==> src/rtl/relu_requant_pkg.sv <==
`default_nettype none
// +----------------------------------------------------------------------+
// | relu_requant_pkg                                                     |
// | Shared widths, input-FIFO sizing and lane-slicing helper.            |
// | Rev 1.0                                                              |
// +----------------------------------------------------------------------+
package relu_requant_pkg;

    localparam int DEF_DATA_WIDTH = 16;
    localparam int DEF_OUT_WIDTH  = 8;
    localparam int DEF_GROUP_SIZE = 4;

    // Shared with the accumulator stage so both ends agree on the slack.
    localparam int FIFO_DEPTH     = 4;
    localparam int FIFO_AF_LEVEL  = FIFO_DEPTH - 1;

    function automatic int lane_lsb(input int lane, input int width);
        return lane * width;
    endfunction

endpackage
`default_nettype wire

==> src/rtl/relu_requant_if.sv <==
`default_nettype none
// +----------------------------------------------------------------------+
// | relu_requant_if                                                      |
// | valid/avail stream bundle; avail flows from sink back to source.     |
// | Rev 1.0                                                              |
// +----------------------------------------------------------------------+
interface relu_requant_if #(
    parameter int WIDTH = 64
) ();
    logic [WIDTH-1:0] data;
    logic             valid;
    logic             avail;

    modport master (output data, output valid, input  avail);
    modport slave  (input  data, input  valid, output avail);
endinterface
`default_nettype wire

==> src/rtl/relu_requant_lane.sv <==
`default_nettype none
// +----------------------------------------------------------------------+
// | relu_requant_lane                                                    |
// | One lane: ReLU, arithmetic right shift, signed clip (combinational). |
// | RELU_REQUANT_ROUND_EN adds round-half-up before the shift.           |
// | Rev 1.0                                                              |
// +----------------------------------------------------------------------+
module relu_requant_lane
    import relu_requant_pkg::*;
#(
    parameter int DATA_WIDTH    = DEF_DATA_WIDTH,
    parameter int OUT_WIDTH     = DEF_OUT_WIDTH,
    parameter int LOG_MAX_SHIFT = 4
) (
    input  wire logic signed [DATA_WIDTH-1:0]    i_x,
    input  wire logic        [LOG_MAX_SHIFT-1:0] i_shift,
    input  wire logic                            i_relu_enable,
    input  wire logic signed [OUT_WIDTH-1:0]     i_clip_min,
    input  wire logic signed [OUT_WIDTH-1:0]     i_clip_max,
    output logic             [OUT_WIDTH-1:0]     o_y
);
    // One guard bit keeps the rounding bias from overflowing.
    localparam int EW = DATA_WIDTH + 1;

    logic signed [EW-1:0] w_relu;
    logic signed [EW-1:0] w_biased;
    logic signed [EW-1:0] w_shifted;
    logic signed [EW-1:0] w_lo;
    logic signed [EW-1:0] w_hi;

    always_comb begin
        w_relu = (i_relu_enable && i_x[DATA_WIDTH-1]) ? '0 : {i_x[DATA_WIDTH-1], i_x};
        w_biased = w_relu;
`ifdef RELU_REQUANT_ROUND_EN
        if (i_shift != '0) begin
            w_biased = w_relu + $signed(EW'(1) << (i_shift - 1'b1));
        end
`endif
        w_shifted = w_biased >>> i_shift;
        w_lo = {{(EW - OUT_WIDTH){i_clip_min[OUT_WIDTH-1]}}, i_clip_min};
        w_hi = {{(EW - OUT_WIDTH){i_clip_max[OUT_WIDTH-1]}}, i_clip_max};
        if (w_shifted < w_lo) begin
            o_y = i_clip_min;
        end else if (w_shifted > w_hi) begin
            o_y = i_clip_max;
        end else begin
            o_y = w_shifted[OUT_WIDTH-1:0];
        end
    end

endmodule
`default_nettype wire

==> src/rtl/stream_fifo.sv <==
`default_nettype none
// +----------------------------------------------------------------------+
// | stream_fifo                                                          |
// | Small synchronous FIFO with full/almost-full flags, async low reset. |
// | Rev 1.0                                                              |
// +----------------------------------------------------------------------+
module stream_fifo #(
    parameter int WIDTH    = 64,
    parameter int DEPTH    = 4,
    parameter int AF_LEVEL = 3
) (
    input  wire logic             clk,
    input  wire logic             rst,
    input  wire logic             i_wr_en,
    input  wire logic [WIDTH-1:0] i_wr_data,
    input  wire logic             i_rd_en,
    output logic      [WIDTH-1:0] o_rd_data,
    output logic                  o_empty,
    output logic                  o_full,
    output logic                  o_almost_full
);
    localparam int AW = (DEPTH > 1) ? $clog2(DEPTH) : 1;
    localparam int CW = $clog2(DEPTH + 1);

    logic [WIDTH-1:0] r_mem [DEPTH];
    logic [AW-1:0]    r_wr_ptr;
    logic [AW-1:0]    r_rd_ptr;
    logic [CW-1:0]    r_count;
    logic             w_wr;
    logic             w_rd;

    // Writes into a full FIFO are dropped rather than overwriting the head.
    assign w_wr          = i_wr_en & ~o_full;
    assign w_rd          = i_rd_en & ~o_empty;
    assign o_empty       = (r_count == '0);
    assign o_full        = (r_count == CW'(DEPTH));
    assign o_almost_full = (r_count >= CW'(AF_LEVEL));
    assign o_rd_data     = r_mem[r_rd_ptr];

    always_ff @(posedge clk) begin
        if (w_wr) begin
            r_mem[r_wr_ptr] <= i_wr_data;
        end
    end

    always_ff @(posedge clk or negedge rst) begin
        if (!rst) begin
            r_wr_ptr <= '0;
            r_rd_ptr <= '0;
            r_count  <= '0;
        end else begin
            if (w_wr) begin
                r_wr_ptr <= (r_wr_ptr == AW'(DEPTH - 1)) ? '0 : r_wr_ptr + 1'b1;
            end
            if (w_rd) begin
                r_rd_ptr <= (r_rd_ptr == AW'(DEPTH - 1)) ? '0 : r_rd_ptr + 1'b1;
            end
            case ({w_wr, w_rd})
                2'b10:   r_count <= r_count + 1'b1;
                2'b01:   r_count <= r_count - 1'b1;
                default: r_count <= r_count;
            endcase
        end
    end

endmodule
`default_nettype wire

==> src/rtl/relu_requant.sv <==
`default_nettype none
// +----------------------------------------------------------------------+
// | relu_requant                                                         |
// | Buffered per-lane ReLU/requantise/clip with registered output.       |
// | Optional macro RELU_REQUANT_ROUND_EN enables round-half-up.          |
// | Rev 1.0                                                              |
// +----------------------------------------------------------------------+
module relu_requant
    import relu_requant_pkg::*;
#(
    parameter int DATA_WIDTH    = DEF_DATA_WIDTH,
    parameter int OUT_WIDTH     = DEF_OUT_WIDTH,
    parameter int GROUP_SIZE    = DEF_GROUP_SIZE,
    parameter int LOG_MAX_ITEMS = 16,
    parameter int LOG_MAX_SHIFT = 4
) (
    input  wire logic                     clk,
    input  wire logic                     rst,
    input  wire logic                     configure,
    input  wire logic [LOG_MAX_ITEMS-1:0] num_items,
    input  wire logic [LOG_MAX_SHIFT-1:0] shift,
    input  wire logic                     relu_enable,
    input  wire logic [OUT_WIDTH-1:0]     clip_min,
    input  wire logic [OUT_WIDTH-1:0]     clip_max,
    relu_requant_if.slave                 up,
    relu_requant_if.master                dn
);
    localparam int IN_W  = GROUP_SIZE * DATA_WIDTH;
    localparam int OUT_W = GROUP_SIZE * OUT_WIDTH;

    logic [LOG_MAX_ITEMS-1:0] r_items;
    logic                     r_enable;
    logic [LOG_MAX_SHIFT-1:0] r_shift;
    logic                     r_relu;
    logic [OUT_WIDTH-1:0]     r_clip_min;
    logic [OUT_WIDTH-1:0]     r_clip_max;
    logic [OUT_W-1:0]         r_data_out;
    logic                     r_valid_out;

    logic [IN_W-1:0]          w_head;
    logic [OUT_W-1:0]         w_result;
    logic                     w_empty;
    logic                     w_full;
    logic                     w_afull;
    logic                     w_fire;

    // A configure cycle never fires so the new settings apply from the next word.
    assign w_fire    = r_enable & ~w_empty & dn.avail & ~configure;
    assign up.avail  = ~w_afull & ~w_full;
    assign dn.data   = r_data_out;
    assign dn.valid  = r_valid_out;

    stream_fifo #(
        .WIDTH    (IN_W),
        .DEPTH    (FIFO_DEPTH),
        .AF_LEVEL (FIFO_AF_LEVEL)
    ) u_fifo (
        .clk           (clk),
        .rst           (rst),
        .i_wr_en       (up.valid),
        .i_wr_data     (up.data),
        .i_rd_en       (w_fire),
        .o_rd_data     (w_head),
        .o_empty       (w_empty),
        .o_full        (w_full),
        .o_almost_full (w_afull)
    );

    for (genvar g = 0; g < GROUP_SIZE; g++) begin : g_lane
        localparam int c_in_lsb  = lane_lsb(g, DATA_WIDTH);
        localparam int c_out_lsb = lane_lsb(g, OUT_WIDTH);

        relu_requant_lane #(
            .DATA_WIDTH    (DATA_WIDTH),
            .OUT_WIDTH     (OUT_WIDTH),
            .LOG_MAX_SHIFT (LOG_MAX_SHIFT)
        ) u_lane (
            .i_x           (w_head[c_in_lsb +: DATA_WIDTH]),
            .i_shift       (r_shift),
            .i_relu_enable (r_relu),
            .i_clip_min    (r_clip_min),
            .i_clip_max    (r_clip_max),
            .o_y           (w_result[c_out_lsb +: OUT_WIDTH])
        );
    end

    always_ff @(posedge clk or negedge rst) begin
        if (!rst) begin
            r_items     <= '0;
            r_enable    <= 1'b0;
            r_shift     <= '0;
            r_relu      <= 1'b0;
            r_clip_min  <= '0;
            r_clip_max  <= '0;
            r_data_out  <= '0;
            r_valid_out <= 1'b0;
        end else begin
            r_valid_out <= w_fire;
            if (configure) begin
                r_items    <= num_items;
                r_enable   <= 1'b1;
                r_shift    <= shift;
                r_relu     <= relu_enable;
                r_clip_min <= clip_min;
                r_clip_max <= clip_max;
            end else if (w_fire) begin
                r_data_out <= w_result;
                if (r_items == LOG_MAX_ITEMS'(1)) begin
                    r_enable <= 1'b0;
                    r_items  <= '0;
                end else begin
                    r_items  <= r_items - 1'b1;
                end
            end
        end
    end

endmodule
`default_nettype wire

==> src/flat_wrapper.sv <==
// flat-port wrapper written by rule: the top's interface ports become plain ports
module relu_requant_flat import relu_requant_pkg::*;
#(
    parameter int DATA_WIDTH    = DEF_DATA_WIDTH,
    parameter int OUT_WIDTH     = DEF_OUT_WIDTH,
    parameter int GROUP_SIZE    = DEF_GROUP_SIZE,
    parameter int LOG_MAX_ITEMS = 16,
    parameter int LOG_MAX_SHIFT = 4
)
  (clk, rst, configure, num_items, shift, relu_enable, clip_min, clip_max, up_data, up_valid, up_avail, dn_data, dn_valid, dn_avail);
  relu_requant_if #(.WIDTH((4)*(16))) up_i ();
  relu_requant_if #(.WIDTH((4)*(8))) dn_i ();
  input  wire logic clk;
  input  wire logic rst;
  input  wire logic configure;
  input  wire logic [LOG_MAX_ITEMS-1:0] num_items;
  input  wire logic [LOG_MAX_SHIFT-1:0] shift;
  input  wire logic relu_enable;
  input  wire logic [OUT_WIDTH-1:0] clip_min;
  input  wire logic [OUT_WIDTH-1:0] clip_max;
  input wire logic [$bits(up_i.data)-1:0] up_data;
  input wire logic [$bits(up_i.valid)-1:0] up_valid;
  output wire logic [$bits(up_i.avail)-1:0] up_avail;
  output wire logic [$bits(dn_i.data)-1:0] dn_data;
  output wire logic [$bits(dn_i.valid)-1:0] dn_valid;
  input wire logic [$bits(dn_i.avail)-1:0] dn_avail;
  assign up_i.data = up_data;
  assign up_i.valid = up_valid;
  assign up_avail = up_i.avail;
  assign dn_data = dn_i.data;
  assign dn_valid = dn_i.valid;
  assign dn_i.avail = dn_avail;
  relu_requant #(.DATA_WIDTH(DATA_WIDTH), .OUT_WIDTH(OUT_WIDTH), .GROUP_SIZE(GROUP_SIZE), .LOG_MAX_ITEMS(LOG_MAX_ITEMS), .LOG_MAX_SHIFT(LOG_MAX_SHIFT)) u_core (.clk(clk), .rst(rst), .configure(configure), .num_items(num_items), .shift(shift), .relu_enable(relu_enable), .clip_min(clip_min), .clip_max(clip_max), .up(up_i), .dn(dn_i));
endmodule
==> config.mk <==
export PLATFORM = sky130hd
export DESIGN_NAME = relu_requant_flat
export DESIGN_NICKNAME = d
export VERILOG_FILES = /design/src/rtl/relu_requant_pkg.sv /design/src/rtl/relu_requant_if.sv /design/src/rtl/relu_requant_lane.sv /design/src/rtl/stream_fifo.sv /design/src/rtl/relu_requant.sv /design/src/flat_wrapper.sv
export SDC_FILE = /design/constraint.sdc
export NUM_CORES = 1
export LEC_CHECK = 0
export CORE_MARGIN = 2
export CORE_UTILIZATION = 50
export DETAILED_ROUTE_END_ITERATION = 8
export HOLD_SLACK_MARGIN = 0.1
export PLACE_DENSITY = 0.68
export RECOVER_POWER = 50
export SLEW_MARGIN = 30
export SYNTH_ARGS = -nofsm -noshare
export SYNTH_HDL_FRONTEND = slang
export SYNTH_HIERARCHICAL = 1
export SYNTH_SLANG_ARGS = --single-unit
==> constraint.sdc <==
create_clock -name clk -period 5.5 [get_ports clk]
set_input_delay 0.55 -clock clk [delete_from_list [all_inputs] [get_ports clk]]
set_output_delay 0.55 -clock clk [all_outputs]
set_load 0.05 [all_outputs]
==> metrics.md, run 1 <==
| Metric | Value |
|---|---|
| Core ar. | slightly below 40000 sq um |
| Synth Warn # | 6 |
| Tot GR Track Use | 0.223 |
| Initial antenna violation count | 1 |
| DR pass1 iterations | 5 |
| Vias/cell | around 6.1 |
| Root buf cell | clkbuf_16 |
| Crit path DAT | approximately 5.4 ns |
| Mean Syn Cell Area | between 10 and 15 sq um |
| Post-synth EDFFs | around 260 |
| Synth Net Count | 1654 |
| Die width | 202 microns |
| WHS Path Cells | 1 |
| Pin count of the biggest net entering global routing | 81 |
| Fin cells | approximately 2100 |
| Row count | just over 70 |
| Reg2Reg Depth | 13 |
| Leak Pwr | roughly 8.8 nW |
| Placed cells | 2031 |
| Max clock buf depth | 3 |
| Fin area | about 23000 sq um |
| Area Overhead vs Synth | 16.2% |
| Worst slew margin | -0.903 |
| CP required | a little under 6 ns |
| Synth Flop Type | edfxtp_1 |
| CP peak stage delay | around 0.75 ns |
| Placed cell area | 21600 sq um |
| H-tree depth | 2 |
| CTS tree | yes |
| Pre-CTS setup slack | between 0.5 and 0.6 ns |
| Critical Path, Cell by Cell | buf_12 > mux4_2 > mux4_2 > mux4_2 > and2_1 > ha_1 > nand4_1 > or4_1 > a31oi_1 > a31oi_2 > mux2i_1 > mux2_4 > mux2_2 |
| Hold WC Path Type | flip-flop to flip-flop |
| Max Freq | around 0.2 GHz |
| Starting DRT DRC Count | approximately 910 |
| Clock-pin slew on the worst setup and hold paths | 0.06 ns |
| Critical path's top delay family | multiplexers |
| Clk sinks | between 300 and 400 |
| Failing checks | capacitance limit, slew limit |
| CP Launch Type | flip-flop |
| Drt total wl | ~44000 microns |
| Final setup vio count | 0 |
| Maxcap violations | 3 |
| Port buffer count | 139 |
| # nets final | ~1800 |
| RSZ-0062 raised after global routing | no |
| Via count | between 10000 and 15000 |
| Worst-path maximum fanout | 23 |
| Routed wire per std cell | 21.2 microns |
| CP Capture Type | flip-flop |
| Final WS setup | 0.518 ns |
| Die height | around 200 microns |
| Vias in the first global route | around 13000 |
| Worst Max-Slew Pin Slew | 2.85 ns |
| Sum of buffers and inverters on the critical path | 1 |
| Yosys reg bits | approximately 330 |
| Final Core Density | 0.589 |
| Insertion delay to the later sink of the worst-skew pair | between 0.5 and 0.6 ns |
| GP Congestion | between 0.8 and 0.9 |
| Cell area after synthesis | approximately 20000 sq um |
| First-pass GRT wire length | around 71000 microns |
| Crit path top cell by count | mux4_2 |
| Peak supply drop | 0.286 mV |
| I/O pin count | 140 |
| Share of layout cells above drive strength 1 | 0.182 |
| Minimum clock period after layout | ~5 ns |
| Seq/Total Area, Yosys | 0.491 |
| Area of the die | around 41000 sq um |
| Gr ovfl total | 0 |
| Number of buffers created by CTS | 37 |
| Library cells used by synthesis | 69 |
| DRC violations left | 0 |
| Initial Util | 0.507 |
| Status | finished, violations left |
| Antenna Violating Nets Remaining | 0 |
| Worst-case clock skew | 0.0143 ns |
| WP depth | 13 |
| Fraction of registers with async set/reset | 0.234 |
| Slowest cell on crit path | dfrtp_4 |
| Setup_tns | 0 ns |
| Crit path kind | flip-flop to flip-flop |
| Max-slew violation count | between 100 and 150 |
| PwrDens | 546 nW/um^2 |
| HPWL Detailed | 31600 microns |
| Post-Syn Instances | between 1000 and 1500 |
| Hold Vio Cnt, Final | 0 |
| Final period util | 0.906 |
| Post-CTS Setup Bufs | 0 |
[what timing repair did]
action,CTS,global route
hold endpoints to repair,44,0
setup endpoints to repair,0,0
resized for setup,0,0
hold buffers,1,0
[logic make-up (layout without fill, tap and decap cells)]
logic type	count (synthesis)	in the layout	synth area share
multiplexers	291	291	0.237
XOR/XNOR	3	3	0.00134
buffers and inverters	147	309	0.0323
AND/OR/NAND/NOR	288	288	0.0762
other	0	2	0
flip-flops	334	334	0.491
adder cells (fa/ha/maj)	133	133	0.0851
AO/OA/AOI/OAI	219	219	0.0769
[layout make-up]
cell class / count / area [sq um]
Inverter: 80 / 300
Tap cell: 518 / 648
Fill cell: 3060 / 15900
Antenna cell: 2 / 5.00
Clock inverter: 18 / 220
Multi-Input combinational cell: 934 / 9360
Sequential cell: 334 / 9660
Clock buffer: 44 / 962
Timing Repair Buffer: 167 / 1660
[report_power, final]
group / switching, mW / internal, mW / leakage, nW / total (mW)
clock network: 0.966 / 1.48 / 0.573 / 2.44
registers: 0.393 / 3.33 / 3.26 / 3.72
logic: 3.41 / 2.88 / 5.00 / 6.29
total: 4.77 / 7.68 / 8.83 / 12.5
[worst register-to-register path, cell delays in order (launching register included)]
cell	delay, ns
dfrtp_4	0.75
buf_12	0.30
mux4_2	0.59
mux4_2	0.51
mux4_2	0.48
and2_1	0.22
ha_1	0.30
nand4_1	0.13
or4_1	0.48
a31oi_1	0.21
a31oi_2	0.15
mux2i_1	0.19
mux2_4	0.28
mux2_2	0.26
[placed cells by master (no fill, tap or decap), types with 62 or more instances in the layout]
cell type | synthesis | layout
nand2_1 | 87 | 87
dfrtp_1 | 78 | 73
inv_1 | 76 | 76
nor2_1 | 63 | 62
edfxtp_1 | 256 | 256
mux4_2 | 120 | 120
dlygate4sd3_1 | 0 | 65
ha_1 | 132 | 132
mux2i_1 | 93 | 93
clkdlybuf4s50_1 | 0 | 73
[cell usage after synthesis, types with 8 or more instances]
library cell  count  share of area
buf_1            11         0.0021
ha_1            132          0.084
o21ai_0          22         0.0056
nand2_1          87          0.017
mux2_1           15         0.0086
clkbuf_1         25         0.0048
nand2b_1         11         0.0035
mux4_1            8          0.011
and3_1            9         0.0029
nor4_1            9         0.0029
nand3_1          27         0.0069
dfrtp_1          78          0.099
edfxtp_1        256           0.39
inv_1            76          0.015
a31oi_1           8         0.0025
nor3_1           11         0.0028
mux4_2          120           0.14
nor2_1           63          0.012
o21ai_1          36         0.0092
nand4_1          22         0.0070
buf_2            21         0.0054
a211oi_1         18         0.0069
and2_1            8         0.0025
o31ai_1          17         0.0065
mux2_2           49          0.028
a21oi_1          49          0.012
and4_1            9         0.0040
a21o_1           17         0.0065
mux2i_1          93          0.047
[per-stage QoR]
step | hold slack, ns | power [mW]
floorplan | 0.254 | 8.36
detailed placement | 0.477 | 10.0
global route | 0.526 | 13.2
global placement | 0.472 | 9.89
CTS | 0.489 | 12.5
finish | 0.486 | 12.5
[final timing paths]
check | slack [ns] | to | from
worst min register to register | 0.49 | u_core/dn.data[11]$_DFFE_PN0P_ | u_core/dn.data[11]$_DFFE_PN0P_
max in group asynchronous | 1.18 | u_core/u_fifo/r_rd_ptr[0]$_DFFE_PN0P_ | rst
worst max register to register | 0.52 | u_core/dn.data[8]$_DFFE_PN0P_ | u_core/u_fifo/r_rd_ptr[0]$_DFFE_PN0P_
min in group asynchronous | 1.31 | u_core/dn.data[13]$_DFFE_PN0P_ | rst
worst max-delay path | 0.52 | u_core/dn.data[8]$_DFFE_PN0P_ | u_core/u_fifo/r_rd_ptr[0]$_DFFE_PN0P_
worst min-delay path | 0.49 | u_core/dn.data[11]$_DFFE_PN0P_ | u_core/dn.data[11]$_DFFE_PN0P_
[sequential cells by signal (all words and copies together), names as in the netlist]
name and cells:
u_core/u_fifo/r_count 3, u_core/r_shift 4, u_core/r_relu 1, u_core/dn.data 32
u_core/r_clip_max 8, u_core/r_enable 1, u_core/u_fifo/r_mem 256, u_core/r_items 16
u_core/r_clip_min 8, u_core/dn.valid 1, u_core/u_fifo/r_wr_ptr 2, u_core/u_fifo/r_rd_ptr 2
[metal layers]
metal,vias up,global-route usage,part of all wire
li1,5890,-,-
met1,6332,0.323,0.46
met2,408,0.350,0.46
met3,68,0.0324,0.059
met4,0,0.0704,0.026
met5,-,0,0
No activity file was read; power rests on OpenSTA's default activity.
==> run 2, diff against run 1 <==
--- a/config.mk
+++ b/config.mk
@@ -6,10 +6,10 @@
 export NUM_CORES = 1
 export LEC_CHECK = 0
 export CORE_MARGIN = 2
-export CORE_UTILIZATION = 50
+export CORE_UTILIZATION = 40
 export DETAILED_ROUTE_END_ITERATION = 8
 export HOLD_SLACK_MARGIN = 0.1
-export PLACE_DENSITY = 0.68
+export PLACE_DENSITY = 0.56
 export RECOVER_POWER = 50
 export SLEW_MARGIN = 30
 export SYNTH_ARGS = -nofsm -noshare
==> run 2 against run 1 <==
Worst hold slack improved by 0.015 ns; fmax up 0.30%; routed wire length up 8.0%; critical endpoint is now u_core/dn.data[24]$_DFFE_PN0P_; die area up 24%; global-route usage down 2.8 points; power grew 0.11%; clock power down 2%; the flow still finishes with violations (capacitance limit, slew limit); non-clock buffer count is 3 higher; utilization fell by 12 points; critical path depth did not move; largest power group unchanged; clock skew increased by 0.0066 ns.
==> metrics.md, run 2 (synthesis results as in run 1) <==
| Metric | Value |
|---|---|
| Commonest non-fill, non-tap cell in the layout | edfxtp_1 (unchanged) |
| CTS resizes | 0 (unchanged) |
| Post-CTS Setup Bufs | 0 (unchanged) |
| First-pass GRT wire length | 76400 microns (was 70800 microns) |
| Pre-CTS setup slack | 0.497 ns (was 0.515 ns) |
| Failing checks | capacitance limit, slew limit (unchanged) |
| # hold bufs at CTS | 1 (unchanged) |
| Clk sinks | 334 (unchanged) |
| Hold WS | 0.501 ns (was 0.486 ns) |
| Die width | 226 microns (was 202 microns) |
| Antenna Violating Nets Remaining | 0 (unchanged) |
| ANT cells | 0 (was 2) |
| Peak supply drop | 0.274 mV (was 0.286 mV) |
| Initial antenna violation count | 1 (unchanged) |
| Area of the die | 50900 sq um (was 40900 sq um) |
| Final WS setup | 0.533 ns (was 0.518 ns) |
| CTS tree | yes (unchanged) |
| Maxcap violations | 2 (was 3) |
| Gr ovfl total | 0 (unchanged) |
| Port buffer count | 139 (unchanged) |
| Max-slew violation count | 89 (was 137) |
| DR pass1 iterations | 7 (was 5) |
| Fin area | 22900 sq um (was 22800 sq um) |
| Filler cell count | 4332 (was 3060) |
| CP required | 5.93 ns (about the same) |
| Final setup vio count | 0 (unchanged) |
| Final period util | 0.903 (was 0.906) |
| RSZ-0062 raised after global routing | no (unchanged) |
| Max FFs per register | 256 (unchanged) |
| CP Capture Type | flip-flop (unchanged) |
| Minimum clock period after layout | 4.97 ns (was 4.98 ns) |
| Placed cell area | 21700 sq um (was 21600 sq um) |
| CP Launch Type | flip-flop (unchanged) |
| I/O pin count | 140 (unchanged) |
| Largest Register | u_core/u_fifo/r_mem (unchanged) |
| Worst slew margin | -0.886 (was -0.903) |
| Share of layout cells above drive strength 1 | 0.185 (was 0.182) |
| Pin count of the biggest net entering global routing | 78 (was 81) |
| Hold Vio Cnt, Final | 0 (unchanged) |
| Starting DRT DRC Count | 889 (was 912) |
| GP Congestion | 0.870 (was 0.878) |
| Clock-pin slew on the worst setup and hold paths | 0.06 ns (about the same) |
| Area Overhead vs Synth | 16.8% (was 16.2%) |
| Worst-case clock skew | 0.0209 ns (was 0.0143 ns) |
| Crit path DAT | 5.40 ns (was 5.41 ns) |
| # nets final | 1798 (was 1793) |
| Root buf cell | clkbuf_16 (unchanged) |
| Routed wire per std cell | 21.8 microns (was 21.2 microns) |
| DRC violations left | 0 (unchanged) |
| Core ar. | 48600 sq um (was 38700 sq um) |
| Vias/cell | 5.72 (was 6.06) |
| HPWL Detailed | 33800 microns (was 31600 microns) |
| Tot GR Track Use | 0.195 (was 0.223) |
| Commonest non-fill, non-tap cells in the layout | edfxtp_1, ha_1, mux4_2 (unchanged) |
| Worst-path maximum fanout | 23 (unchanged) |
| H-tree depth | 2 (unchanged) |
| Hold WC Path Type | flip-flop to flip-flop (unchanged) |
| Number of buffers created by CTS | 39 (was 37) |
| Drt total wl | 48100 microns (was 44500 microns) |
| Initial Util | 0.404 (was 0.507) |
| Leak Pwr | 8.83 nW (about the same) |
| Max Freq | 0.201 GHz (about the same) |
| PwrDens | 544 nW/um^2 (was 546 nW/um^2) |
| Setup_tns | 0 ns (unchanged) |
| Status | finished, violations left (unchanged) |
| Die height | 226 microns (was 202 microns) |
| Worst Max-Slew Pin Slew | 2.83 ns (was 2.85 ns) |
| Insertion delay to the later sink of the worst-skew pair | 0.55 ns (about the same) |
| Row count | 81 (was 72) |
| Power, Total | 12.5 mW (about the same) |
| Crit path kind | flip-flop to flip-flop (unchanged) |
| Via count | 12635 (was 12698) |
| Vias in the first global route | 13090 (was 12741) |
| Max clock buf depth | 3 (unchanged) |
[run 2: critical path, stage by stage, from the launching register on]
cell and delay, ns:
dfrtp_4 0.68, buf_4 0.34, mux4_2 0.63, mux4_2 0.51, mux4_2 0.47, and2_1 0.22
ha_1 0.30, nand4_1 0.12, or4_1 0.49, a31oi_1 0.21, a31oi_2 0.15, mux2i_1 0.20
mux2_4 0.28, mux2_2 0.26
[run 2: final cells by class]
cell class | instances | area [sq um] | area share
flip-flops and latches | 334 | 9660 | 0.421
multi-input cells | 934 | 9360 | 0.409
repair buffers | 170 | 1650 | 0.0718
clock buffers | 46 | 1020 | 0.0447
well taps | 622 | 778 | 0.0340
inverters | 80 | 300 | 0.0131
clock inverters | 23 | 154 | 0.00671
[run 2: per-layer routing]
metal | vias up | part of all wire | track usage
li1 | 5905 | - | -
met1 | 6367 | 0.48 | 0.284
met2 | 300 | 0.45 | 0.307
met3 | 63 | 0.047 | 0.0314
met4 | 0 | 0.022 | 0.0472
met5 | - | 0 | 0
[run 2: worst paths after layout]
| check | start | endpoint | slack, ns | depth (start not counted) |
|---|---|---|---|---|
| hold / removal | u_core/dn.data[14]$_DFFE_PN0P_ | u_core/dn.data[14]$_DFFE_PN0P_ | 0.50 | 1 |
| setup / recovery | u_core/u_fifo/r_rd_ptr[0]$_DFFE_PN0P_ | u_core/dn.data[24]$_DFFE_PN0P_ | 0.53 | 13 |
| hold reg to reg | u_core/dn.data[14]$_DFFE_PN0P_ | u_core/dn.data[14]$_DFFE_PN0P_ | 0.50 | 1 |
| setup reg to reg | u_core/u_fifo/r_rd_ptr[0]$_DFFE_PN0P_ | u_core/dn.data[24]$_DFFE_PN0P_ | 0.53 | 13 |
| max in group asynchronous | rst | u_core/r_shift[0]$_DFFE_PN0P_ | 2.14 | 3 |
| min in group asynchronous | rst | u_core/r_items[4]$_DFFE_PN0P_ | 1.07 | 2 |
[run 2: through the flow]
step	cells	util
after floorplan	1415	-
final	2209	0.471
after CTS	2208	0.471
after global placement	2137	0.446
after global routing	2209	0.471
after detailed placement	2138	0.447
[run 2: report_power, final]
part	internal [mW]	leakage, nW	switching, mW
clock	1.38	0.571	1.02
combinational	2.87	5.00	3.50
sequential	3.33	3.26	0.361
total	7.58	8.83	4.89
==> run 3, diff against run 2 <==
--- a/config.mk
+++ b/config.mk
@@ -6,10 +6,10 @@
 export NUM_CORES = 1
 export LEC_CHECK = 0
 export CORE_MARGIN = 2
-export CORE_UTILIZATION = 40
+export CORE_UTILIZATION = 60
 export DETAILED_ROUTE_END_ITERATION = 8
 export HOLD_SLACK_MARGIN = 0.1
-export PLACE_DENSITY = 0.56
+export PLACE_DENSITY = 0.79
 export RECOVER_POWER = 50
 export SLEW_MARGIN = 30
 export SYNTH_ARGS = -nofsm -noshare
==> run 3 against run 2 <==
The flow still finishes with violations (capacitance limit, slew limit); non-clock buffer count decreased by 8; register-to-register slack got worse by 0.05 ns; count of clock-buffer cells in the layout increased by 2; critical path depth unchanged; power increased by 0.34%; worst hold slack got worse by 0.0080 ns; cell count decreased by 8.6%; largest cell class unchanged; largest power group unchanged; highest routed layer unchanged.
==> metrics.md, run 3 (synthesis results as in run 1) <==
| Metric | Value |
|---|---|
| Status | finished, violations left (unchanged) |
| Failing checks | capacitance limit, slew limit (unchanged) |
| Antenna Violating Nets Remaining | 0 (unchanged) |
| Worst R2R Start | u_core/u_fifo/r_rd_ptr[0]$_DFFE_PN0P_ (unchanged) |
| Drt total wl | 44500 microns (was 48100 microns) |
| CP Launch Type | flip-flop (unchanged) |
| Worst slew margin | -0.854 (was -0.886) |
| Via count | 12894 (was 12635) |
| Vias/cell | 6.39 (was 5.72) |
| # nets final | 1788 (was 1798) |
| Leak Pwr | 8.84 nW (was 8.83 nW) |
| WHS Path Cells | 1 (unchanged) |
| Hold Vio Cnt, Final | 0 (unchanged) |
| Tot GR Track Use | 0.264 (was 0.195) |
| DR pass1 iterations | 7 (unchanged) |
| CP peak stage delay | 0.69 ns (was 0.68 ns) |
| First-pass GRT wire length | 69700 microns (was 76400 microns) |
| FF-to-FF End | u_core/dn.data[24]$_DFFE_PN0P_ (unchanged) |
| Max FFs per register | 256 (unchanged) |
| Crit path kind | flip-flop to flip-flop (unchanged) |
| Critical Path, Cell by Cell | buf_4 > mux4_2 > mux4_2 > mux4_2 > and2_1 > ha_1 > nand4_1 > or4_1 > a31oi_1 > a31oi_2 > mux2i_1 > mux2_4 > mux2_2 (unchanged) |
| Initial Util | 0.606 (was 0.404) |
| Routed wire per std cell | 22.0 microns (was 21.8 microns) |
| Area of the multi-input gates | 9370 sq um (was 9360 sq um) |
| Peak supply drop | 0.334 mV (was 0.274 mV) |
| Hold WC Path Type | flip-flop to flip-flop (unchanged) |
| Reg2Reg Depth | 13 (unchanged) |
| Initial antenna violation count | 0 (was 1) |
| Crit path DAT | 5.43 ns (was 5.40 ns) |
| Starting DRT DRC Count | 1036 (was 889) |
| Fin area | 22700 sq um (was 22900 sq um) |
| Pin count of the biggest net entering global routing | 60 (was 78) |
| ANT cells | 0 (unchanged) |
| Critical path origin | u_core/u_fifo/r_rd_ptr[0]$_DFFE_PN0P_ (unchanged) |
| Area of the die | 34200 sq um (was 50900 sq um) |
| Area Overhead vs Synth | 15.8% (was 16.8%) |
| I/O pin count | 140 (unchanged) |
| RSZ-0062 raised after global routing | no (unchanged) |
| Placed cell area | 21500 sq um (was 21700 sq um) |
| Gr ovfl total | 0 (unchanged) |
| CP endpoint | u_core/dn.data[24]$_DFFE_PN0P_ (unchanged) |
| # hold bufs at CTS | 1 (unchanged) |
| Die width | 185 microns (was 226 microns) |
| Reg-to-reg slack, setup | 0.48 ns (was 0.53 ns) |
| Crit path top cell by count | mux4_2 (unchanged) |
| Setup_tns | 0 ns (unchanged) |
| CTS resizes | 0 (unchanged) |
| Clk sinks | 334 (unchanged) |
| Insertion delay to the later sink of the worst-skew pair | 0.54 ns (was 0.55 ns) |
| PwrDens | 550 nW/um^2 (was 544 nW/um^2) |
| Register area | 9650 sq um (was 9660 sq um) |
| Slowest cell on crit path | dfrtp_4 (unchanged) |
| Worst Max-Slew Pin Slew | 2.78 ns (was 2.83 ns) |
| HPWL Detailed | 30600 microns (was 33800 microns) |
| Maxcap violations | 2 (unchanged) |
| CP required | 5.92 ns (was 5.93 ns) |
| Vias in the first global route | 12777 (was 13090) |
| Minimum clock period after layout | 5.02 ns (was 4.97 ns) |
| Port buffer count | 139 (unchanged) |
| CP Capture Type | flip-flop (unchanged) |
| CTS tree | yes (unchanged) |
| Post-CTS Setup Bufs | 0 (unchanged) |
| Max clock buf depth | 3 (unchanged) |
| Row count | 66 (was 81) |
| Die height | 185 microns (was 226 microns) |
| Commonest non-fill, non-tap cell in the layout | edfxtp_1 (unchanged) |
| Worst-case clock skew | 0.0155 ns (was 0.0209 ns) |
| Final setup vio count | 0 (unchanged) |
| Power, Total | 12.5 mW (about the same) |
| GP Congestion | 0.908 (was 0.870) |
| Clock-pin slew on the worst setup and hold paths | 0.06 ns (about the same) |
| Core ar. | 32400 sq um (was 48600 sq um) |
| DRC violations left | 0 (unchanged) |
| Max-slew violation count | 85 (was 89) |
| H-tree depth | 2 (unchanged) |
| Share of layout cells above drive strength 1 | 0.185 (about the same) |
| Root buf cell | clkbuf_16 (unchanged) |
| Max Freq | 0.199 GHz (was 0.201 GHz) |
| Worst-path maximum fanout | 18 (was 23) |
| Commonest non-fill, non-tap cells in the layout | edfxtp_1, ha_1, mux4_2 (unchanged) |
| Filler cell count | 2162 (was 4332) |
| Final period util | 0.913 (was 0.903) |
| Number of buffers created by CTS | 37 (was 39) |
| Largest Register | u_core/u_fifo/r_mem (unchanged) |
run 3: cell count changes in the layout (fill, tap and decap cells not counted), moves of 2 or more:
cell and change:
inv_6 +2, bufinv_16 +2, clkinv_1 -7, buf_4 -9, clkbuf_16 -2, clkbuf_8 +3
dfrtp_2 +2, buf_16 +2
run 3: layer usage:
layer | part of all wire | GRT usage | vias to the layer above
li1 | - | - | 5881
met1 | 0.44 | 0.378 | 6421
met2 | 0.47 | 0.416 | 507
met3 | 0.073 | 0.0490 | 85
met4 | 0.027 | 0.0797 | 0
met5 | 0 | 0 | -
run 3: area by class of cell:
| class | instances | share of cell area |
|---|---|---|
| Clock buffer | 48 | 0.0448 |
| Clock inverter | 18 | 0.00897 |
| Inverter | 80 | 0.0132 |
| Multi-Input combinational cell | 934 | 0.412 |
| Sequential cell | 334 | 0.425 |
| Tap cell | 442 | 0.0243 |
| Timing Repair Buffer | 162 | 0.0717 |
run 3: worst min-delay path by stage:
stage	startpoint	to	slack [ns]
after global routing	u_core/dn.data[13]$_DFFE_PN0P_	u_core/dn.data[13]$_DFFE_PN0P_	0.52
after CTS	rst	u_core/dn.data[24]$_DFFE_PN0P_	0.49
after floorplan	rst	u_core/dn.data[0]$_DFFE_PN0P_	0.25
final	u_core/dn.data[13]$_DFFE_PN0P_	u_core/dn.data[13]$_DFFE_PN0P_	0.49
after global placement	u_core/dn.data[13]$_DFFE_PN0P_	u_core/dn.data[13]$_DFFE_PN0P_	0.48
after detailed placement	u_core/dn.data[13]$_DFFE_PN0P_	u_core/dn.data[13]$_DFFE_PN0P_	0.48
run 3: report_power, final:
part,internal (mW),switching [mW]
Clock,1.46,1.01
Combinational,2.86,3.48
Sequential,3.33,0.365
run 3: through the flow:
step	setup WS, ns	hold WS, ns	util	std cells
6_report	0.481	0.493	0.702	2018
5_1_grt	0.235	0.521	0.702	2018
4_1_cts	0.442	0.492	0.702	2018
3_5_place_dp	0.451	0.478	0.664	1951
3_3_place_gp	0.546	0.479	0.662	1949
2_1_floorplan	0.902	0.254	-	1415
run 3: worst max-delay path: cells and delay by family (launching register included):
family / cells / cell delay (ns)
AO/OA/AOI/OAI: 2 / 0.38
adder cells (fa/ha/maj): 1 / 0.31
buffers and inverters: 1 / 0.35
flip-flops: 1 / 0.69
multiplexers: 6 / 2.34
AND/OR/NAND/NOR: 3 / 0.81
==> edit: new RTL, flow settings as in run 2 <==
Build with the macro `RELU_REQUANT_ROUND_EN` defined.
--- a/src/rtl/relu_requant_lane.sv
+++ b/src/rtl/relu_requant_lane.sv
@@ -7,2 +7,4 @@
 // +----------------------------------------------------------------------+
+`define RELU_REQUANT_ROUND_EN
+
 module relu_requant_lane
Formal check against the unedited RTL: not equivalent (Yosys sat finds a counterexample within 4 cycles, from zero or initial values and one cycle with rst low).
==> edit against run 2 <==
The flow finishes with violations (capacitance limit, slew limit, setup timing); power rose by 53%; final area rose by 60%; count of clock-buffer cells in the layout rose by 3; non-clock buffer count rose by 714; wire length rose by 88%; core utilization rose by 8.4 points; worst setup slack got worse by 1700 ps; sequential cell count did not move; area after synthesis rose by 36%; first-iteration DRC count rose by 84%; sequential share of layout area fell by 16 points.
==> edit: results (changes against run 2) <==
qor: timing.fin_setup_tns -32120 ps [was 0 ps]
qor: routing.routed_wl 90500 microns [was 48100 microns]
qor: clock_network.clk-insertion-delay-late 580 ps [was 550 ps]
qor: outcome.violated_checks capacitance limit, slew limit, setup timing [was capacitance limit, slew limit]
qor: flow_run.max-cap-violations 2 [unchanged]
qor: timing.fin_ws -1160 ps [was 533 ps]
qor: power_and_ir_drop.internal_power 11.2 mW [was 7.58 mW]
qor: clock_network.post_cts_resized 71 [was 0]
qor: layout.n_fill_cell 5788 [was 4332]
qor: timing.setup_violations 32 [was 0]
qor: synth.mean_area_per_synthesized_cell 10.1 sq um [was 13.9 sq um]
qor: layout.signal_buffer_area_fraction 19.8% [was 7.18%]
qor: timing.report.final.slew_viol_count 85 [was 89]
qor: layout.multi_input_area_share 46.1% [was 40.9%]
qor: routing.routed_via_density 5.71 [was 5.72]
qor: layout.num_antenna_cells 3 [was 0]
qor: synth.post_synth_num_cell_types 117 [was 69]
qor: power_and_ir_drop.power.ir.vdd_worst 0.300 mV [was 0.274 mV]
qor: synth.ys_top_cells_by_area edfxtp_1, ha_1, dfrtp_1 [was edfxtp_1, mux4_2, dfrtp_1]
qor: worst_setup_path.critPathArrivalTime 7120 ps [was 5400 ps]
qor: layout.nonClockInverterCount 126 [was 80]
qor: global_route.antenna_violations_before_repair 8 [was 1]
qor: timing.slew_headroom -92.4% [was -88.6%]
qor: outcome.outcome finished, violations left [unchanged]
qor: worst_setup_path.crit_path_max_fanout 6 [was 23]
==> edit: worst reg2reg max path, stage by stage, from the launching register on <==
cell      delay (ps)
dfrtp_4          480
buf_12           130
mux4_2           500
and2_4           180
ha_4             160
fa_2             420
a21oi_4          200
o211ai_4         110
a221oi_4         340
mux2i_1          290
a21oi_1          100
or3_4            370
a221o_1          350
and2_1           170
o32ai_2          130
ha_1             290
and4_1           170
buf_4            140
nand4_1          140
a211oi_1          80
a211oi_2         190
mux2_4           340
a211o_1          270
a221oi_4         270
buf_6            170
mux2_4           300
mux2_4           260
==> edit: cells by family after synthesis <==
family                   count (synthesis)  synth area share (%)
flip-flops                             334                  36.0
multiplexers                           195                  11.0
AND/OR/NAND/NOR                        813                  15.7
AO/OA/AOI/OAI                          806                  21.5
XOR/XNOR                                37                  1.21
buffers and inverters                  268                  4.71
adder cells (fa/ha/maj)                209                  9.91
==> edit: power by group through the flow <==
| stage | combinational [mW] | clock [mW] | sequential [mW] |
|---|---|---|---|
| after global routing | 14.0 | 2.69 | 3.70 |
| after global placement | 11.8 | 0 | 3.68 |
| final | 12.9 | 2.53 | 3.65 |
| after floorplan | 6.54 | 0 | 3.99 |
| after detailed placement | 12.0 | 0 | 3.70 |
| after CTS | 12.4 | 2.60 | 3.65 |
==> edit: per-layer routing <==
| metal | GRT usage (%) | vias up | share of wire [%] |
|---|---|---|---|
| met4 | 7.01 | 4 | 2.5 |
| met2 | 42.1 | 645 | 47 |
| met1 | 35.7 | 12100 | 46 |
| li1 | - | 11900 | - |
| met5 | 0 | - | 0.024 |
| met3 | 3.02 | 128 | 4.9 |
